[src/rtl/rect_rasterizer.sv]
`default_nettype none
// ============================================================================
// Module  : rect_rasterizer
// Brief   : Clears the back buffer, then fills queued rectangles, 1 pixel/clk.
// Revision: 1.0 - initial release
// ============================================================================
module rect_rasterizer #(
    parameter int WIDTH      = 320,
    parameter int HEIGHT     = 240,
    parameter int FIFO_DEPTH = 8
) (
    input  logic       clk,
    input  logic       reset,
    input  logic       gpu_start,
    input  logic [3:0] bg_color,
    input  logic       cmd_valid,
    output logic       cmd_ready,
    input  logic [9:0] cmd_x0,
    input  logic [9:0] cmd_y0,
    input  logic [9:0] cmd_x1,
    input  logic [9:0] cmd_y1,
    input  logic [3:0] cmd_color,
    input  logic       cmd_eof,
    output logic [9:0] gpu_x,
    output logic [9:0] gpu_y,
    output logic [3:0] gpu_data,
    output logic       gpu_we,
    output logic       gpu_done
);

    localparam int            c_AW   = (FIFO_DEPTH > 1) ? $clog2(FIFO_DEPTH) : 1;
    localparam int            c_EW   = 45;
    localparam logic [9:0]    c_XMAX = 10'(WIDTH - 1);
    localparam logic [9:0]    c_YMAX = 10'(HEIGHT - 1);
    localparam logic [c_AW:0] c_FULL = (c_AW + 1)'(FIFO_DEPTH);

    typedef enum logic [1:0] {
        S_IDLE  = 2'd0,
        S_CLEAR = 2'd1,
        S_FETCH = 2'd2,
        S_DRAW  = 2'd3
    } state_t;

    // Command FIFO storage: {x0, y0, x1, y1, color, eof}
    logic [c_EW-1:0] r_mem [FIFO_DEPTH];
    logic [c_AW-1:0] r_wptr, r_rptr;
    logic [c_AW:0]   r_count;
    logic            r_ready;

    state_t     r_state, w_state_nxt;
    logic [9:0] r_x, r_y, w_x_nxt, w_y_nxt;
    logic [3:0] r_data, w_data_nxt;
    logic       r_we, w_we_nxt, r_done, w_done_nxt;
    logic [9:0] r_x0, r_x1, r_y1, w_x0_nxt, w_x1_nxt, w_y1_nxt;
    logic       r_eof, w_eof_nxt;

    logic            w_push, w_pop;
    logic [c_AW:0]   w_count_nxt;
    logic [c_EW-1:0] w_head;
    logic [9:0]      w_hx0, w_hy0, w_hx1, w_hy1, w_x1c, w_y1c;
    logic [3:0]      w_hcolor;
    logic            w_heof, w_rect_empty;

    assign w_push      = cmd_valid && r_ready;
    assign w_count_nxt = r_count + (c_AW + 1)'(w_push) - (c_AW + 1)'(w_pop);

    assign w_head   = r_mem[r_rptr];
    assign w_hx0    = w_head[44:35];
    assign w_hy0    = w_head[34:25];
    assign w_hx1    = w_head[24:15];
    assign w_hy1    = w_head[14:5];
    assign w_hcolor = w_head[4:1];
    assign w_heof   = w_head[0];

    // Clipping the far corner also makes off-screen origins read as empty.
    assign w_x1c        = (w_hx1 > c_XMAX) ? c_XMAX : w_hx1;
    assign w_y1c        = (w_hy1 > c_YMAX) ? c_YMAX : w_hy1;
    assign w_rect_empty = (w_hx0 > w_x1c) || (w_hy0 > w_y1c);

    always_comb begin
        w_state_nxt = r_state;
        w_x_nxt     = r_x;
        w_y_nxt     = r_y;
        w_data_nxt  = r_data;
        w_we_nxt    = r_we;
        w_done_nxt  = r_done;
        w_x0_nxt    = r_x0;
        w_x1_nxt    = r_x1;
        w_y1_nxt    = r_y1;
        w_eof_nxt   = r_eof;
        w_pop       = 1'b0;
        case (r_state)
            S_IDLE: begin
                if (gpu_start) begin
                    w_state_nxt = S_CLEAR;
                    w_x_nxt     = 10'd0;
                    w_y_nxt     = 10'd0;
                    w_data_nxt  = bg_color;
                    w_we_nxt    = 1'b1;
                    w_done_nxt  = 1'b0;
                end
            end
            S_CLEAR: begin
                if (r_x == c_XMAX) begin
                    w_x_nxt = 10'd0;
                    if (r_y == c_YMAX) begin
                        w_state_nxt = S_FETCH;
                        w_we_nxt    = 1'b0;
                    end else begin
                        w_y_nxt = r_y + 10'd1;
                    end
                end else begin
                    w_x_nxt = r_x + 10'd1;
                end
            end
            S_FETCH: begin
                if (r_count != '0) begin
                    w_pop = 1'b1;
                    if (w_rect_empty) begin
                        if (w_heof) begin
                            w_state_nxt = S_IDLE;
                            w_done_nxt  = 1'b1;
                        end
                    end else begin
                        w_state_nxt = S_DRAW;
                        w_x_nxt     = w_hx0;
                        w_y_nxt     = w_hy0;
                        w_data_nxt  = w_hcolor;
                        w_we_nxt    = 1'b1;
                        w_x0_nxt    = w_hx0;
                        w_x1_nxt    = w_x1c;
                        w_y1_nxt    = w_y1c;
                        w_eof_nxt   = w_heof;
                    end
                end
            end
            S_DRAW: begin
                if (r_x == r_x1) begin
                    if (r_y == r_y1) begin
                        w_we_nxt    = 1'b0;
                        w_done_nxt  = r_eof;
                        w_state_nxt = r_eof ? S_IDLE : S_FETCH;
                    end else begin
                        w_x_nxt = r_x0;
                        w_y_nxt = r_y + 10'd1;
                    end
                end else begin
                    w_x_nxt = r_x + 10'd1;
                end
            end
            default: w_state_nxt = S_IDLE;
        endcase
    end

    always_ff @(posedge clk or posedge reset) begin
        if (reset) begin
            r_state <= S_IDLE;
            r_x     <= 10'd0;
            r_y     <= 10'd0;
            r_data  <= 4'd0;
            r_we    <= 1'b0;
            r_done  <= 1'b1;
            r_x0    <= 10'd0;
            r_x1    <= 10'd0;
            r_y1    <= 10'd0;
            r_eof   <= 1'b0;
            r_wptr  <= '0;
            r_rptr  <= '0;
            r_count <= '0;
            r_ready <= 1'b1;
        end else begin
            r_state <= w_state_nxt;
            r_x     <= w_x_nxt;
            r_y     <= w_y_nxt;
            r_data  <= w_data_nxt;
            r_we    <= w_we_nxt;
            r_done  <= w_done_nxt;
            r_x0    <= w_x0_nxt;
            r_x1    <= w_x1_nxt;
            r_y1    <= w_y1_nxt;
            r_eof   <= w_eof_nxt;
            if (w_push) r_wptr <= r_wptr + 1'b1;
            if (w_pop)  r_rptr <= r_rptr + 1'b1;
            r_count <= w_count_nxt;
            r_ready <= (w_count_nxt != c_FULL);
        end
    end

    always_ff @(posedge clk) begin
        if (w_push) begin
            r_mem[r_wptr] <= {cmd_x0, cmd_y0, cmd_x1, cmd_y1, cmd_color, cmd_eof};
        end
    end

    assign cmd_ready = r_ready;
    assign gpu_x     = r_x;
    assign gpu_y     = r_y;
    assign gpu_data  = r_data;
    assign gpu_we    = r_we;
    assign gpu_done  = r_done;

endmodule
`default_nettype wire
[config.mk]
export PLATFORM = sky130hd
export DESIGN_NAME = rect_rasterizer
export DESIGN_NICKNAME = d
export VERILOG_FILES = /design/src/rtl/rect_rasterizer.sv
export SDC_FILE = /design/constraint.sdc
export NUM_CORES = 1
export LEC_CHECK = 0
export CAP_MARGIN = 0
export CORE_ASPECT_RATIO = 1.25
export CORE_MARGIN = 5
export CORE_UTILIZATION = 35
export CTS_BUF_LIST = sky130_fd_sc_hd__clkbuf_8 sky130_fd_sc_hd__clkbuf_16
export DETAILED_ROUTE_END_ITERATION = 10
export HOLD_SLACK_MARGIN = 0.02
export PLACE_DENSITY_LB_ADDON = 0.15
export SLEW_MARGIN = 10
export SYNTH_ARGS = -nofsm -noshare
export SYNTH_HDL_FRONTEND = slang
export SYNTH_SLANG_ARGS = --single-unit
[constraint.sdc]
create_clock -name clk -period 4.64 [get_ports clk]
set_input_delay 0.696 -clock clk [delete_from_list [all_inputs] [get_ports clk]]
set_output_delay 0.696 -clock clk [all_outputs]
set_load 0.02 [all_outputs]
# Word level (Yosys, flattened, before mapping)

Memories as Yosys holds them, arrays and structs flattened.
Cells that the tools add are included.

Equality and inequality tests: 21
Bitwise operators: 1
Magnitude comparators: 4
Add/sub/neg operators: 6
Muxes and demuxes: 49
Reduce and logical (&&, ||, !) cells: 13

Operators with widths:

| operator                | count |
|---|---|
| $mux W10                | 14 |
| $pmux W10 S4            | 2 |
| $reduce_and A7 Y1       | 4 |
| $ne A2 B2 Y1 const B    | 11 |
| $add A10 B1 Y10 const B | 2 |
| $eq A10 B10 Y1          | 2 |
| $gt A10 B10 Y1          | 2 |
| $mux W2                 | 9 |
| $mux W1                 | 17 |
| $mux W4                 | 3 |
| $eq A10 B8 Y1 const B   | 1 |
| $eq A10 B9 Y1 const B   | 1 |
| $gt A10 B8 Y1 const B   | 1 |
| $gt A10 B9 Y1 const B   | 1 |
| $pmux W2 S4             | 1 |
| $pmux W4 S2             | 1 |
| $reduce_and A4 Y1       | 2 |
| $add A3 B1 Y3 const B   | 2 |
| $ne A3 B3 Y1 const B    | 2 |
| $add A4 B1 Y4           | 1 |
| $eq A2 B2 Y1 const B    | 2 |
| $ne A4 B4 Y1 const B    | 1 |
| $pmux W1 S4             | 1 |
| $reduce_bool A4 Y1      | 1 |
| 10 further kinds        | 10 |

Logic and storage cells: 109
Bits in writable memories: 360
Memories kept: 1
Input port bits: 53
Register bits: 70

Memory list:

| name  | depth | width | read ports | clocked after Yosys merged registers in | wr ports | RTL line | text |
|---|---|---|---|---|---|---|---|
| r_mem | 8     | 45    | 1          | 0                                       | 1        | 45       | `logic [c_EW-1:0] r_mem [FIFO_DEPTH];` |

# Longest topological paths before layout

An unclocked memory read counts as a cell.

Word-level depth: 8
Depth in mapped cells: 15
Gate-level depth less buffers: 12

# Least setup slack after synthesis

No wires, ideal clock.

Kind: input to register
Start: input cmd_valid
End: memory r_mem[0][0] (enable)
Arrival: 4.188 ns
Path slack: -0.051 ns
Cell stages on the path: 3
Library setup time: 0.503 ns
Path buffers: 0
Data required time: 4.137 ns
Cells stage by stage: nand2_1 -> or2_2 -> nor3_1

Cells in the longest elaborated chain, start to end: 3

Ends and longest elaborated chain:

| item                          | RTL line | text |
|---|---|---|
| start, declared               | 16       | `input logic cmd_valid,` |
| $logic_and A1 B1 Y1           | 64       | `assign w_push = cmd_valid && r_ready;` |
| $mux W1                       | 190      | `if (w_push) begin` |
| $mux W1 (not written as such) | 191      | `r_mem[r_wptr] <= {cmd_x0, cmd_y0, cmd_x1, cmd_y1, cmd_color, cmd_eof};` |
| end, declared                 | 45       |  |

No other way between the ends.

# Worst setup path in the final report

Start: register r_rptr[1]
End: register r_y[6], in the netlist gpu_y[6]

Cells in the longest elaborated chain, start to end: 7

Ends and longest elaborated chain:

| item                                           | RTL line | text |
|---|---|---|
| start, declared                                | 46       | `logic [c_AW-1:0] r_wptr, r_rptr;` |
| start signal, assigned                         | 183      | `if (w_pop) r_rptr <= r_rptr + 1'b1;` |
| $mem_v2 Z8 W45 (*)                             | -        |  |
| $gt A10 B9 Y1 or $gt A10 B8 Y1 (tied branches) | 76, 77   |  |
| $mux W10, on equally long branches             | 76, 77   |  |
| $gt A10 B10 Y1                                 | 78       | `assign w_rect_empty = (w_hx0 > w_x1c) \|\| (w_hy0 > w_y1c);` |
| $logic_or A1 B1 Y1                             | 78       |  |
| $ne A2 B2 Y1 (no line)                         | -        |  |
| $reduce_and A7 Y1 (no line)                    | -        |  |
| end signal, assigned                           | 174      | `r_y <= w_y_nxt;` |
| end, declared                                  | 51       | `logic [9:0] r_x, r_y, w_x_nxt, w_y_nxt;` |

Mark *: on every way between the ends. The rest lies on a longest branch, timed or not. The select of a mux whose other input is x is not followed.
A chain may end at the register's enable or synchronous reset.

==> flow_summary.json <==
{
  "die_height_um": 265,
  "clkSinkCount": 430,
  "cts_tree": "yes",
  "finalHoldWorstSlack_ps": 487,
  "critical_path_buffers_and_inverters": 1,
  "antenna-diode-count": 0,
  "worst_slack_ps": 408,
  "stdcell_area_mm2": 0.0214,
  "pre_cts_ws_ps": 133,
  "fin_setup_tns_ps": 0,
  "tritoncts_buffer_count": 44,
  "worst_r2r_startpoint": "r_rptr[1]$_DFFE_PP0P_",
  "cp_slowest_cell": "sky130_fd_sc_hd__dfrtp_4",
  "syn_to_final_growth_pct": 17.9,
  "fmaxAchievable_mhz": 236,
  "post_synth_num_cell_types": 75,
  "finalCriticalPeriod_ps": 4230,
  "ff2ff_setup_slack_ps": 410,
  "hold_viol_final": 0,
  "row_count": 93,
  "core-area_mm2": 0.0514,
  "ys_ff_latch": 430,
  "r2r_cells": 13,
  "grt_max_degree": 64,
  "synth_top_flop_cell": "sky130_fd_sc_hd__edfxtp_1",
  "global_route.peak_usage_layer": "met2",
  "chipWidth_um": 214,
  "slowest_delay_ps": 620,
  "post_drt_via_cell_ratio": 5.16,
  "hold_path_depth": 1,
  "cp_data_required_time_ps": 5080,
  "post_detail_place_hpwl_um": 25700,
  "syn_inst": 1015,
  "route.antenna.remaining_nets": 0,
  "post_dp_cell_area_mm2": 0.0199,
  "seq_area_frac_synth_pct": 69.3,
  "cts_max_level": 2,
  "critical_path_peak_fanout": 19,
  "antenna_found_initial": 0,
  "finish.net_count": 1216,
  "postSynthAreaPerCell_um2": 17.9,
  "groute.layer.met3.usage_pct": 2.08,
  "drc": 0,
  "n_fill_cell": 4601,
  "arrival_ps": 4670,
  "timing.max_slew.rel_slack_pct": 23.5,
  "ys_async_sr_fraction_pct": 16.3,
  "globalRouteMet1Util_pct": 21.4,
  "routed_wl_um": 42300,
  "clock_skew_ps": 8.86,
  "ios": 80,
  "crit_chain": "buf_4 -> mux4_2 -> mux2i_1 -> nand2_1 -> nand2_1 -> and3_1 -> ha_1 -> nand4_1 -> a211oi_1 -> a2111oi_4 -> o221ai_2 -> or2_1 -> o31ai_1",
  "whs_endpoint": "r_x0[8]$_DFFE_PP0P_",
  "port_buffers": 79,
  "cellPowerDensity_mw_per_mm2": 432,
  "netlist_area_mm2": 0.0181,
  "met2_usage_pct": 24.7,
  "synth-warning-count": 0,
  "place.gp.congestion": 0.808,
  "cts-root-buf": "sky130_fd_sc_hd__clkbuf_16",
  "grt_setup_unrepaired": "false",
  "clk_latency_ps": 550,
  "cts-hold-fix-buffers": 0,
  "grt_pass1_wl_um": 64400,
  "max_slew.worst_pin.slew_ps": 1140,
  "drt_iter0_drc": 536,
  "cpLargestDelayFamily": "simple AND/OR/NAND/NOR gates",
  "clk_path_buf_depth": 3,
  "leakage_uw": 0.00721,
  "share_of_final_layout_standard_cells_stronger_than_drive_strength_1_pct": 22.0,
  "timing.critical_path.from_type": "flop",
  "outcome": "completed",
  "setup.worst_path.class": "reg2reg",
  "min_path_type": "reg2reg",
  "max-cap-violations": 0,
  "die_area_mm2": 0.0565,
  "initial_util_pct": 35.3,
  "post_drt_wl_per_cell_um": 23.1,
  "vdd_drop_max_uv": 230,
  "global_route.overflow_total": 0,
  "synth_edf_count": 360,
  "clkSlewWorstSetupHoldPaths_ps": 60,
  "vias": 9429,
  "hp-start": "r_x0[8]$_DFFE_PP0P_",
  "report.final.slew_viol_count": 0,
  "crit_path_end_kind": "flop",
  "post-route-period-util_pct": 91.2,
  "groute.usage.overall_pct": 15.0,
  "worst_path_most_repeated_cell": "sky130_fd_sc_hd__nand2_1",
  "regToRegEndpoint": "gpu_y[6]$_DFFE_PP0P_",
  "dr.pass1.iters": 5,
  "grt_pass1_vias": 9913,
  "final_setup_violating_endpoints": 0,
  "finish.utilization_pct": 41.6
}
worst reg2reg max path: cells and delay by family (launching register included):
family / cells / cell delay (ps)
multiplexers: 2 / 500
AND/OR/NAND/NOR: 5 / 1250
adder cells (fa/ha/maj): 1 / 260
buffers and inverters: 1 / 260
AO/OA/AOI/OAI: 4 / 1250
flip-flops: 1 / 620
cells by family (layout without fill, tap and decap cells):
group	Yosys count	count (layout)	synth area share [%]
other	1	3	0.0207
buffers and inverters	75	222	2.07
xor gates and xnor gates	29	29	1.40
DFF	430	430	69.3
muxes	145	145	14.3
AOI/OAI and AO/OA	142	142	5.86
and+or+nand+nor	158	158	4.66
adders and majority gates	35	35	2.46
final cells by class:
type | instances | area [um^2] | share of cell area, %
clock buffers | 47 | 1150 | 5.39
multi-input cells | 512 | 5290 | 24.7
clock inverters | 35 | 298 | 1.39
well taps | 665 | 832 | 3.89
inverters | 28 | 106 | 0.497
flip-flops and latches | 430 | 12600 | 58.8
repair buffers | 112 | 1130 | 5.28
registers in the layout, summed over array words and instances (netlist names), 2 cells and up:
register,flops
r_x1,10
r_wptr,3
r_count,4
r_rptr,3
r_y1,10
gpu_data,4
gpu_x,10
r_mem,360
gpu_y,10
r_state,2
r_x0,10
layer usage:
layer,part of all wire [%],vias up
met1,45,4906
li1,-,4313
met2,49,171
met4,1.5,0
met5,0,-
met3,3.6,39
worst max-delay path by stage:
stage	end	slack, ps	cells past startpoint	start
floorplan	r_mem[1][0]$_DFFE_PP_	230	2	cmd_valid
global placement	gpu_data[1]$_DFFE_PP0P_	210	13	r_rptr[0]$_DFFE_PP0P_
detailed placement	gpu_data[1]$_DFFE_PP0P_	130	13	r_rptr[0]$_DFFE_PP0P_
CTS	gpu_data[1]$_DFFE_PP0P_	110	13	r_rptr[0]$_DFFE_PP0P_
global route	gpu_y[4]$_DFFE_PP0P_	120	13	r_rptr[1]$_DFFE_PP0P_
finish	gpu_y[6]$_DFFE_PP0P_	410	13	r_rptr[1]$_DFFE_PP0P_
cells in the final DEF, fill, tap and decap left out, drive strengths merged, types with 9 or more instances in the layout:
master	count
edfxtp	360
mux4	87
clkdlybuf4s50	79
dfrtp	68
clkbuf	47
mux2	42
inv	40
ha	34
buf	33
nand2	32
o21ai	29
o31ai	28
nor2	25
nor3	24
a21oi	19
xnor2	16
mux2i	16
and3	14
clkinv	14
nand2b	13
xor2	13
nand3	12
a211oi	11
a22o	9
o22ai	9
a22oi	9
Yosys cell counts, types with 10 or more instances:
master / count / share of area, %
sky130_fd_sc_hd__clkbuf_1: 20 / 0.41
sky130_fd_sc_hd__xnor2_1: 16 / 0.77
sky130_fd_sc_hd__dfrtp_1: 68 / 9.4
sky130_fd_sc_hd__a211oi_1: 10 / 0.41
sky130_fd_sc_hd__edfxtp_1: 360 / 60
sky130_fd_sc_hd__ha_1: 34 / 2.3
sky130_fd_sc_hd__and3_1: 14 / 0.48
sky130_fd_sc_hd__o21ai_1: 10 / 0.28
sky130_fd_sc_hd__xor2_1: 13 / 0.63
sky130_fd_sc_hd__inv_1: 28 / 0.58
sky130_fd_sc_hd__nand3_1: 12 / 0.33
sky130_fd_sc_hd__mux2i_1: 16 / 0.88
sky130_fd_sc_hd__a21oi_1: 16 / 0.44
sky130_fd_sc_hd__o31ai_1: 27 / 1.1
sky130_fd_sc_hd__nor3_1: 23 / 0.63
sky130_fd_sc_hd__mux2_2: 33 / 2.0
sky130_fd_sc_hd__mux4_2: 87 / 11
sky130_fd_sc_hd__buf_2: 14 / 0.39
sky130_fd_sc_hd__nand2b_1: 13 / 0.45
sky130_fd_sc_hd__o21ai_0: 18 / 0.50
sky130_fd_sc_hd__nand2_1: 31 / 0.64
sky130_fd_sc_hd__nor2_1: 24 / 0.50
report_power, final:
group / switching, uW / internal (uW) / leakage, uW
logic: 621 / 312 / 0.00227
registers: 109 / 4660 / 0.00419
clock network: 1470 / 2070 / 0.000747
total: 2200 / 7050 / 0.00721
timing repair:
item,4_1_cts,5_1_grt
setup endpoints to repair,0,37
gates resized for setup,0,2
setup buffers,0,4
stage by stage:
stage,total power (uW),cells
6_report,9240,1829
5_1_grt,9650,1829
4_1_cts,9400,1825
3_5_place_dp,5820,1743
3_3_place_gp,5800,1743
2_1_floorplan,5360,1017
(Power assumes the default switching activity.)
